$ cat src/rtl/noc_v3_seg_reduce_pkg.sv
// Shared constants, FSM encoding and width helpers
// for the segmented NoC reduction stage.
package noc_v3_seg_reduce_pkg;

  localparam logic MODE_ROW = 1'b0;
  localparam logic MODE_COL = 1'b1;

  typedef enum logic [1:0] {
    ST_IDLE = 2'd0,
    ST_RUN  = 2'd1,
    ST_DONE = 2'd2
  } state_e;

  function automatic int max_i(input int a, input int b);
    return (a > b) ? a : b;
  endfunction

  function automatic int clog2_i(input int v);
    int r;
    r = 0;
    for (int i = 0; i < 31; i++) begin
      if ((1 << i) < v) r = i + 1;
    end
    return r;
  endfunction

  // One guard bit above the worst-case chain growth keeps sums exact.
  function automatic int acc_w(input int dw, input int np, input int nr);
    return dw + clog2_i(max_i(np, nr)) + 1;
  endfunction

endpackage

$ cat src/rtl/noc_row_seg_adder.sv
// Combinational segmented adder chain for one row,
// with saturate/wrap formatting and visibility gating.
module noc_row_seg_adder
  import noc_v3_seg_reduce_pkg::*;
#(
  parameter int DW       = 8,
  parameter int NP       = 4,
  parameter int ACC_W    = 11,
  parameter int SATURATE = 1
) (
  input  logic [NP*DW-1:0] x,
  input  logic [NP-1:1]    chain,
  input  logic [NP-1:0]    vis,
  output logic [NP*DW-1:0] y
);

  localparam logic signed [ACC_W-1:0] SMAX =
    {{(ACC_W-DW+1){1'b0}}, {(DW-1){1'b1}}};
  localparam logic signed [ACC_W-1:0] SMIN =
    {{(ACC_W-DW+1){1'b1}}, {(DW-1){1'b0}}};

  function automatic logic [DW-1:0] fmt(
    input logic signed [ACC_W-1:0] s
  );
    if (SATURATE != 0) begin
      if (s > SMAX) return SMAX[DW-1:0];
      if (s < SMIN) return SMIN[DW-1:0];
    end
    return s[DW-1:0];
  endfunction

  logic signed [ACC_W-1:0] run;
  logic signed [ACC_W-1:0] xe;

  always_comb begin
    y   = '0;
    xe  = ACC_W'($signed(x[DW-1:0]));
    run = xe;
    y[DW-1:0] = vis[0] ? fmt(run) : '0;
    for (int j = 1; j < NP; j++) begin
      xe  = ACC_W'($signed(x[j*DW +: DW]));
      run = (chain[j] ? run : '0) + xe;
      y[j*DW +: DW] = vis[j] ? fmt(run) : '0;
    end
  end

endmodule

$ cat src/rtl/noc_v3_seg_reduce.sv
// PE-array reduction stage: captures one snapshot and emits
// row- or column-segmented partial sums, one row per cycle.
module noc_v3_seg_reduce
  import noc_v3_seg_reduce_pkg::*;
#(
  parameter int DATA_WIDTH      = 8,
  parameter int NUM_PEs_PER_ROW = 4,
  parameter int NUM_ROWS        = 4,
  parameter int SATURATE        = 1
) (
  input  logic                   clk,
  input  logic                   rst,
  input  logic                   in_valid,
  output logic                   in_ready,
  input  logic                   mode,
  input  logic [NUM_ROWS*NUM_PEs_PER_ROW*DATA_WIDTH-1:0] pe_row_out_flat,
  input  logic [NUM_ROWS*NUM_PEs_PER_ROW-1:0]            adder_en,
  input  logic [NUM_ROWS*NUM_PEs_PER_ROW-1:0]            visible,
  output logic [NUM_ROWS*NUM_PEs_PER_ROW*DATA_WIDTH-1:0] result,
  output logic                   ready,
  input  logic                   result_ack
);

  localparam int DW    = DATA_WIDTH;
  localparam int NP    = NUM_PEs_PER_ROW;
  localparam int NR    = NUM_ROWS;
  localparam int ACC_W = acc_w(DW, NP, NR);
  localparam int RW    = (NR > 1) ? $clog2(NR) : 1;
  localparam int FW    = NR*NP*DW;
  localparam logic [RW-1:0] LAST = RW'(NR - 1);

  localparam logic signed [ACC_W-1:0] SMAX =
    {{(ACC_W-DW+1){1'b0}}, {(DW-1){1'b1}}};
  localparam logic signed [ACC_W-1:0] SMIN =
    {{(ACC_W-DW+1){1'b1}}, {(DW-1){1'b0}}};

  function automatic logic [DW-1:0] fmt(
    input logic signed [ACC_W-1:0] s
  );
    if (SATURATE != 0) begin
      if (s > SMAX) return SMAX[DW-1:0];
      if (s < SMIN) return SMIN[DW-1:0];
    end
    return s[DW-1:0];
  endfunction

  state_e state_q, state_d;
  logic [RW-1:0]   row_q, row_d;
  logic            mode_q, mode_d;
  logic [FW-1:0]   x_q, x_d;
  logic [NR*NP-1:0] en_q, en_d;
  logic [NR*NP-1:0] vis_q, vis_d;
  logic [FW-1:0]   result_q, result_d;
  logic            ready_q, ready_d;
  logic signed [ACC_W-1:0] col_q [NP];
  logic signed [ACC_W-1:0] col_d [NP];

  logic [NP*DW-1:0] x_row;
  logic [NP-1:0]    en_row;
  logic [NP-1:0]    vis_row;
  logic [NP*DW-1:0] row_y;
  logic [NP*DW-1:0] col_y;
  logic signed [ACC_W-1:0] col_sum [NP];

  assign x_row   = x_q[int'(row_q)*NP*DW +: NP*DW];
  assign en_row  = en_q[int'(row_q)*NP +: NP];
  assign vis_row = vis_q[int'(row_q)*NP +: NP];

  noc_row_seg_adder #(
    .DW       (DW),
    .NP       (NP),
    .ACC_W    (ACC_W),
    .SATURATE (SATURATE)
  ) u_row (
    .x     (x_row),
    .chain (en_row[NP-1:1]),
    .vis   (vis_row),
    .y     (row_y)
  );

  // Column path: row 0 always restarts the running column sum.
  always_comb begin
    col_y = '0;
    for (int j = 0; j < NP; j++) begin
      col_sum[j] = ((en_row[j] && (row_q != '0)) ? col_q[j] : '0)
                 + ACC_W'($signed(x_row[j*DW +: DW]));
      col_y[j*DW +: DW] = vis_row[j] ? fmt(col_sum[j]) : '0;
    end
  end

  always_comb begin
    state_d  = state_q;
    row_d    = row_q;
    mode_d   = mode_q;
    x_d      = x_q;
    en_d     = en_q;
    vis_d    = vis_q;
    result_d = result_q;
    ready_d  = ready_q;
    for (int j = 0; j < NP; j++) col_d[j] = col_q[j];
    unique case (state_q)
      ST_IDLE: begin
        if (in_valid) begin
          mode_d  = mode;
          x_d     = pe_row_out_flat;
          en_d    = adder_en;
          vis_d   = visible;
          row_d   = '0;
          state_d = ST_RUN;
          for (int j = 0; j < NP; j++) col_d[j] = '0;
        end
      end
      ST_RUN: begin
        if (mode_q == MODE_COL) begin
          result_d[int'(row_q)*NP*DW +: NP*DW] = col_y;
          for (int j = 0; j < NP; j++) col_d[j] = col_sum[j];
        end else begin
          result_d[int'(row_q)*NP*DW +: NP*DW] = row_y;
        end
        if (row_q == LAST) begin
          state_d = ST_DONE;
          ready_d = 1'b1;
        end else begin
          row_d = row_q + 1'b1;
        end
      end
      ST_DONE: begin
        if (result_ack) begin
          state_d = ST_IDLE;
          ready_d = 1'b0;
        end
      end
      default: state_d = ST_IDLE;
    endcase
  end

  always_ff @(posedge clk) begin
    if (rst) begin
      state_q  <= ST_IDLE;
      row_q    <= '0;
      mode_q   <= MODE_ROW;
      x_q      <= '0;
      en_q     <= '0;
      vis_q    <= '0;
      result_q <= '0;
      ready_q  <= 1'b0;
      for (int j = 0; j < NP; j++) col_q[j] <= '0;
    end else begin
      state_q  <= state_d;
      row_q    <= row_d;
      mode_q   <= mode_d;
      x_q      <= x_d;
      en_q     <= en_d;
      vis_q    <= vis_d;
      result_q <= result_d;
      ready_q  <= ready_d;
      for (int j = 0; j < NP; j++) col_q[j] <= col_d[j];
    end
  end

  assign in_ready = (state_q == ST_IDLE);
  assign ready    = ready_q;
  assign result   = result_q;

endmodule

$ cat config.mk
export PLATFORM = sky130hd
export DESIGN_NAME = noc_v3_seg_reduce
export DESIGN_NICKNAME = d
export VERILOG_FILES = /design/src/rtl/noc_v3_seg_reduce_pkg.sv /design/src/rtl/noc_row_seg_adder.sv /design/src/rtl/noc_v3_seg_reduce.sv
export SDC_FILE = /design/constraint.sdc
export NUM_CORES = 1
export LEC_CHECK = 0
export CAP_MARGIN = 40
export CORE_MARGIN = 1.5
export CORE_UTILIZATION = 50
export DETAILED_ROUTE_END_ITERATION = 8
export PLACE_DENSITY = 0.76
export SLEW_MARGIN = 20
export SYNTH_ARGS = -nofsm -noshare
export SYNTH_HDL_FRONTEND = slang
export SYNTH_SLANG_ARGS = --single-unit
export TNS_END_PERCENT = 20
$ cat constraint.sdc
create_clock -name clk -period 8.3 [get_ports clk]
set_input_delay 1.66 -clock clk [delete_from_list [all_inputs] [get_ports clk]]
set_output_delay 1.66 -clock clk [all_outputs]
set_load 0.01 [all_outputs]
* Yosys cells after proc, flatten, opt, wreduce, memory -nomap -nowiden
Memory sizes are Yosys's and may differ from the RTL's.
Index checks and enable logic that the tools add are counted.
** Storage, ports and cells
- Flip-flop bits (word level) :: 294
- Bits in writable memories :: 44
- Bits of input ports :: 165
- Output and inout port bits :: 130
- Logic and storage cells :: 157
- Memories kept :: 1
** Memory list
- col_q :: words 4, width 11, rd ports 4, clocked after memory_dff 0, write ports 4, RTL line noc_v3_seg_reduce.sv:55 : logic signed [ACC_W-1:0] col_q [NP];
** Cells by class
- $add $sub $neg :: 9
- $lt $le $gt $ge :: 16
- Equal/unequal tests :: 7
- Shift-type cells :: 6
- Mux-type cells :: 94
- Bitwise logic cells :: 4
- Reductions and logical operators :: 12
** Operators with widths (number)
- $mux W8 :: 40
- $bwmux W128 :: 2
- $shiftx A32 B33 Y128 :: 2
- $mux W128 :: 1
- $shift A32 B33 Y128 const A :: 1
- $shiftx A128 B8 Y32 :: 1
- $mux W11 :: 11
- $mux W44 :: 2
- $pmux W44 S2 :: 1
- $add A11 B11 Y11 :: 7
- $gt A11 B8 Y1 const B :: 7
- $lt A11 B8 Y1 const B :: 7
- $neg A7 Y33 :: 1
- $shiftx A16 B5 Y4 :: 2
- $mux W1 :: 29
- $mux W2 :: 5
- $reduce_and A3 Y1 :: 3
- $gt A8 B8 Y1 const B :: 1
- $lt A8 B8 Y1 const B :: 1
- $ne A2 B2 Y1 const B :: 4
- $pmux W2 S3 :: 1
- $reduce_bool A2 Y1 :: 3
- $eq A2 B2 Y1 const B :: 2
- $logic_and A1 B1 Y1 :: 4
- 7 further kinds :: 10

* Longest topological paths before layout
Gate-level depths: netlist of run 1.
- Word-level depth :: 16
- Gate-level depth with buffers :: 33
- Mapped depth without buffers :: 28

* Hierarchy
Synthesis of run 1 repeated with hierarchy kept, for this count alone.
** Second synthesis, totals
- Cell total of the unflattened synthesis :: 2180
- Area total of the unflattened synthesis :: 17920.9 um^2
** By module, submodules not included
- noc_v3_seg_reduce :: instances 1, cells each 1919, area an instance 16090.4 um^2, seq. area each 6766.5 um^2
- noc_row_seg_adder :: instances 1, cells each 261, area an instance 1830.5 um^2, seq. area each 0.0 um^2

* Worst setup path before layout of run 1
Ideal clock, no wire load.
- Kind :: reg-to-reg
- Start point :: reg row_q[1]
- End point :: reg result_q[24] (netlist: result[24])
- Setup time :: 78 ps
- Arrival :: 6937 ps
- Data required time :: 8222 ps
- Setup slack :: 1285 ps
- Stages on the path, launching flop included :: 31
- Buffers on the path :: 5
- Period minus slack after synthesis :: 7015 ps
- Cells stage by stage :: dfxtp_1 > buf_6 > buf_2 > buf_1 > buf_1 > mux4_2 > ha_1 > and3_1 > a221oi_1 > nand3_1 > a21oi_1 > xnor2_1 > and2_1 > ha_1 > or3_1 > a211o_1 > nand3_1 > nand2b_1 > a21oi_1 > xor2_1 > nor2_1 > ha_1 > xor2_1 > a211o_1 > a21oi_1 > o21ai_0 > or4b_1 > clkbuf_2 > nand3b_1 > a221oi_1 > nor3_1
** Between the ends
- Longest elaborated chain between the ends :: 15
- Elaborated cells on any way between the ends :: 101
- Classes of those cells :: 8 x add/sub; 16 x order compare; 6 x shift; 66 x mux; 5 x reduce/logical
** RTL lines
- start: declaration :: RTL line noc_v3_seg_reduce.sv:48 : logic [RW-1:0] row_q, row_d;
- start signal: assignment :: RTL line noc_v3_seg_reduce.sv:150 : row_q <= row_d;
- $shiftx A128 B8 Y32 or $shiftx A16 B5 Y4 (tied branches) :: RTL line noc_v3_seg_reduce.sv:65, noc_v3_seg_reduce.sv:66
- $mux W11 :: RTL line noc_row_seg_adder.sv:42 : run = (chain[j] ? run : '0) + xe;
- $add A11 B11 Y11 :: RTL line noc_row_seg_adder.sv:42
- $mux W11 :: RTL line noc_row_seg_adder.sv:42
- $add A11 B11 Y11 :: RTL line noc_row_seg_adder.sv:42
- $mux W11 :: RTL line noc_row_seg_adder.sv:42
- $add A11 B11 Y11 :: RTL line noc_row_seg_adder.sv:42
- $lt A11 B8 Y1 or $gt A11 B8 Y1 (tied branches) :: RTL line noc_row_seg_adder.sv:27, noc_row_seg_adder.sv:26
- $mux W8, or another cell as far along :: RTL line noc_row_seg_adder.sv:27 : if (s < SMIN) return SMIN[DW-1:0];
- $mux W8 or $mux W1 (tied branches) :: RTL line noc_row_seg_adder.sv:27
- $mux W8 :: RTL line noc_row_seg_adder.sv:29 : return s[DW-1:0];
- $mux W8 :: RTL line noc_row_seg_adder.sv:43 : y[j*DW +: DW] = vis[j] ? fmt(run) : '0;
- $shiftx A32 B33 Y128 :: RTL line noc_v3_seg_reduce.sv:118 : result_d[int'(row_q)*NP*DW +: NP*DW] = row_y;
- $bwmux W128 :: RTL line noc_v3_seg_reduce.sv:118
- $mux W128 * :: RTL line noc_v3_seg_reduce.sv:114 : if (mode_q == MODE_COL) begin
- end signal: assignment :: RTL line noc_v3_seg_reduce.sv:155 : result_q <= result_d;
- end: declaration :: RTL line noc_v3_seg_reduce.sv:53 : logic [FW-1:0] result_q, result_d;
Mark *: on every way between the ends. The rest lies on a longest branch, timed or not.
A chain may end at the register's enable or synchronous reset.

* Final worst setup path of run 1
- Start point :: reg row_q[0]
- End point :: reg result_q[27] (netlist: result[27])
Same word-level chain as after synthesis.

==> out/qor.csv, run 1 <==
metric,value,unit
Post-DRT Antenna Nets,0,
Layout area overhead,25.7,%
unique cell type count in the Yosys netlist,85,
first-pass GRT wire length,85100,um
Max-slew headroom,37.3,%
Syn Area/Cell,8.22,um2
synthesized area,17500,um2
worst path arrival time,7540,ps
Die Ht,190,um
actual slew at the worst max-slew pin,939,ps
"most common cell after layout, fill and taps aside",nand2_1,
worst min-delay path class,flop to flop,
Sum Neg Setup Slack,0,ps
Async SR Flop Fraction,0,%
pwr dens,183,nW/um2
CP bufs+invs,2,
fin crit share,85.6,%
Final setup viols,0,
pin count of the biggest net entering global routing,110,
CP Cell Sequence,buf_4 -> mux4_2 -> ha_1 -> and3_1 -> a221oi_1 -> nand3_1 -> a21oi_1 -> xnor2_1 -> and2_1 -> ha_1 -> or3_1 -> a211o_1 -> a21boi_0 -> o21a_1 -> ha_1 -> o21a_1 -> a21oi_1 -> nand4b_1 -> nand3_1 -> nor4b_1 -> a311oi_2 -> buf_4 -> a221oi_1 -> nor3_1,
CTS buffer count,36,
RSZ-0062 raised after global routing,no,
final-report hold violation count,0,
final-stage net count,2604,
met2 GRT Util,45.9,%
max_cap viols,0,
Vias,16900,
final std cells w/o fill,2841,
Overflow after GRT,0,
Die Area,36200,um2
Critical Path Fanout Max,31,
Pre-antenna DRT Iters,7,
cell count after synthesis,2134,
row count,68,
"wirelength, routed",54200,um
CTS root buf,clkbuf_16,
clock buffer depth,3,
Die Wd,190,um
Worst setup SP type,flop,
worst skew pair latency,530,ps
Pleak,8.41,nW
Final HPWL DP,40100,um
Worst path slowest cell,dfxtp_2,
routing usage on met3,4.29,%
Seq cells post-synth,338,
"most used cell, CP",ha_1,
most frequent cells in the layout,"nand2_1 (496), dfxtp_1 (336), clkdlybuf4s50_1 (293), a21oi_1 (268), nor2_1 (134)",
FF-to-FF setup slack,1200,ps
Worst Skew,19.8,ps
Max VDD drop,0.131,mV
pre-CTS WS,1290,ps
"Primary FF master, synth",dfxtp_1,
GRT Overall Usage,29.1,%
Synth warnings,0,
met1 usage,42.2,%
WP depth,24,
critical path type,flop to flop,
gr busiest metal,met2,
cts repair resizes,0,
outcome,finished clean,
antenna violations before repair,0,
FMAX,141,MHz
hold depth,2,
slowest cell delay on critical path,730,ps
Post-synth EDFFs,0,
ant diodes,0,
minimum clock period,7100,ps
Worst EP required,8740,ps
# port buffers,294,
Placed Instances,2775,
Post-Syn Nets,2376,
Post-route DRC,0,
setup bufs post-CTS,0,
GP Congestion,0.911,
H-Tree Depth,2,
# IOs,295,
Starting Density,50.8,%
Worst-path clk slew,60,ps
element type at the critical path end,flop,
number of global-route vias before repair,15800,
max-slew violation count,0,
"Seq/Total Area, Yosys",38.6,%
initial DRC count,1274,
number of vias per cell,5.95,
routed len/inst,19.1,um
Final WS setup,1200,ps
"Hold-fix buffers, CTS",0,
layout cells sized above 1,7.12,%
CTS tree,done,
Crit path max-delay family,compound AO/OA/AOI/OAI gates,
Fillers,2961,
total core area,34500,um2
CTS sink cnt,338,
r2r worst-path depth,24,
worst register-to-register path: stages (launching register included):
cell and delay [ps]:
dfxtp_2 730, buf_4 530, mux4_2 440, ha_1 390, and3_1 190, a221oi_1 310, nand3_1 190, a21oi_1 220
xnor2_1 100, and2_1 170, ha_1 220, or3_1 440, a211o_1 350, a21boi_0 280, o21a_1 180, ha_1 300
o21a_1 180, a21oi_1 240, nand4b_1 150, nand3_1 170, nor4b_1 210, a311oi_2 450, buf_4 270, a221oi_1 100
nor3_1 220
final cells by class:
cell class / count / area [um2] / share of cell area, %
Inverter: 25 / 93.8 / 0.425
Sequential cell: 338 / 6770 / 30.7
Tap cell: 455 / 569 / 2.58
Multi-Input combinational cell: 1641 / 10200 / 46.1
Clock buffer: 47 / 1020 / 4.64
Clock inverter: 15 / 245 / 1.11
Timing Repair Buffer: 320 / 3190 / 14.5
synth_stat cells, types with 7 or more instances:
cell type,instances,share of area (%)
inv_1,24,0.51
or3_1,8,0.29
mux4_2,37,4.7
o21bai_1,8,0.34
o32ai_1,21,1.0
nor2_1,135,2.9
dfxtp_1,338,39
a21oi_1,269,7.7
a211oi_1,30,1.3
nand3b_1,8,0.34
nand3_1,19,0.54
nand2_1,497,11
nand2b_1,24,0.86
buf_1,18,0.38
and2_1,70,2.5
a22oi_1,45,1.9
o21a_1,14,0.60
a31o_2,9,0.45
ha_1,72,5.1
o211ai_1,7,0.30
o21ai_0,100,2.9
nor2b_1,11,0.39
xnor2_1,30,1.5
clkbuf_1,101,2.2
a21o_1,25,1.1
a221oi_1,7,0.35
nor3_1,25,0.71
a2bb2oi_1,10,0.50
a22o_1,11,0.55
xor2_1,28,1.4
state kept, by name (all words and copies together), names as in the netlist:
signal	cells
col_q	44
mode_q	1
en_q	16
result	128
ready	1
state_q	2
x_q	128
vis_q	16
row_q	2
worst paths after layout:
path	endpoint	startpoint
worst min register to register	result[31]	result[31]
worst max register to register	result[27]	row_q[0]
worst max-delay path	result[27]	row_q[0]
worst min-delay path	result[31]	result[31]
where the power goes:
part	switching (mW)	internal, mW
combinational	0.359	0.247
sequential	0.0342	1.67
clock	0.668	1.06
total	1.06	2.98
layer usage:
layer  vias to the layer above  wire (um)
li1                       7998          -
met1                      8015      24800
met2                       794      23800
met3                        88       4650
met4                         0       1010
met5                         -          0
logic make-up (layout without fill, tap and decap cells):
group                    count (synthesis)  count (layout)  share of synthesized area, %
multiplexers                            49              49                          5.73
adder cells (fa/ha/maj)                 78              78                          5.76
XOR/XNOR                                58              58                          2.89
flip-flops                             338             338                          38.6
AO/OA/AOI/OAI                          627             627                          22.9
AND/OR/NAND/NOR                        829             829                          20.6
buffers and inverters                  155             407                          3.59
stage by stage:
stage,total power [mW],hold slack (ps),area [um2],util (%)
final,4.04,451,22100,63.9
after CTS,4.04,452,22000,63.7
after detailed placement,2.33,442,20700,60.0
after global routing,4.18,472,22100,63.9
after floorplan,2.11,432,17500,-
after global placement,2.32,435,20700,59.9
(Power assumes the default switching activity.)
==> run 2: changes to the inputs <==
--- a/config.mk
+++ b/config.mk
@@ -8,6 +8,7 @@
 export CAP_MARGIN = 40
 export CORE_MARGIN = 1.5
 export CORE_UTILIZATION = 50
+export CTS_CLUSTER_SIZE = 28
 export DETAILED_ROUTE_END_ITERATION = 8
 export PLACE_DENSITY = 0.76
 export SLEW_MARGIN = 20
==> results of run 2 <==
Same layout as run 1: the final DEF is identical, and so are final timing and power.
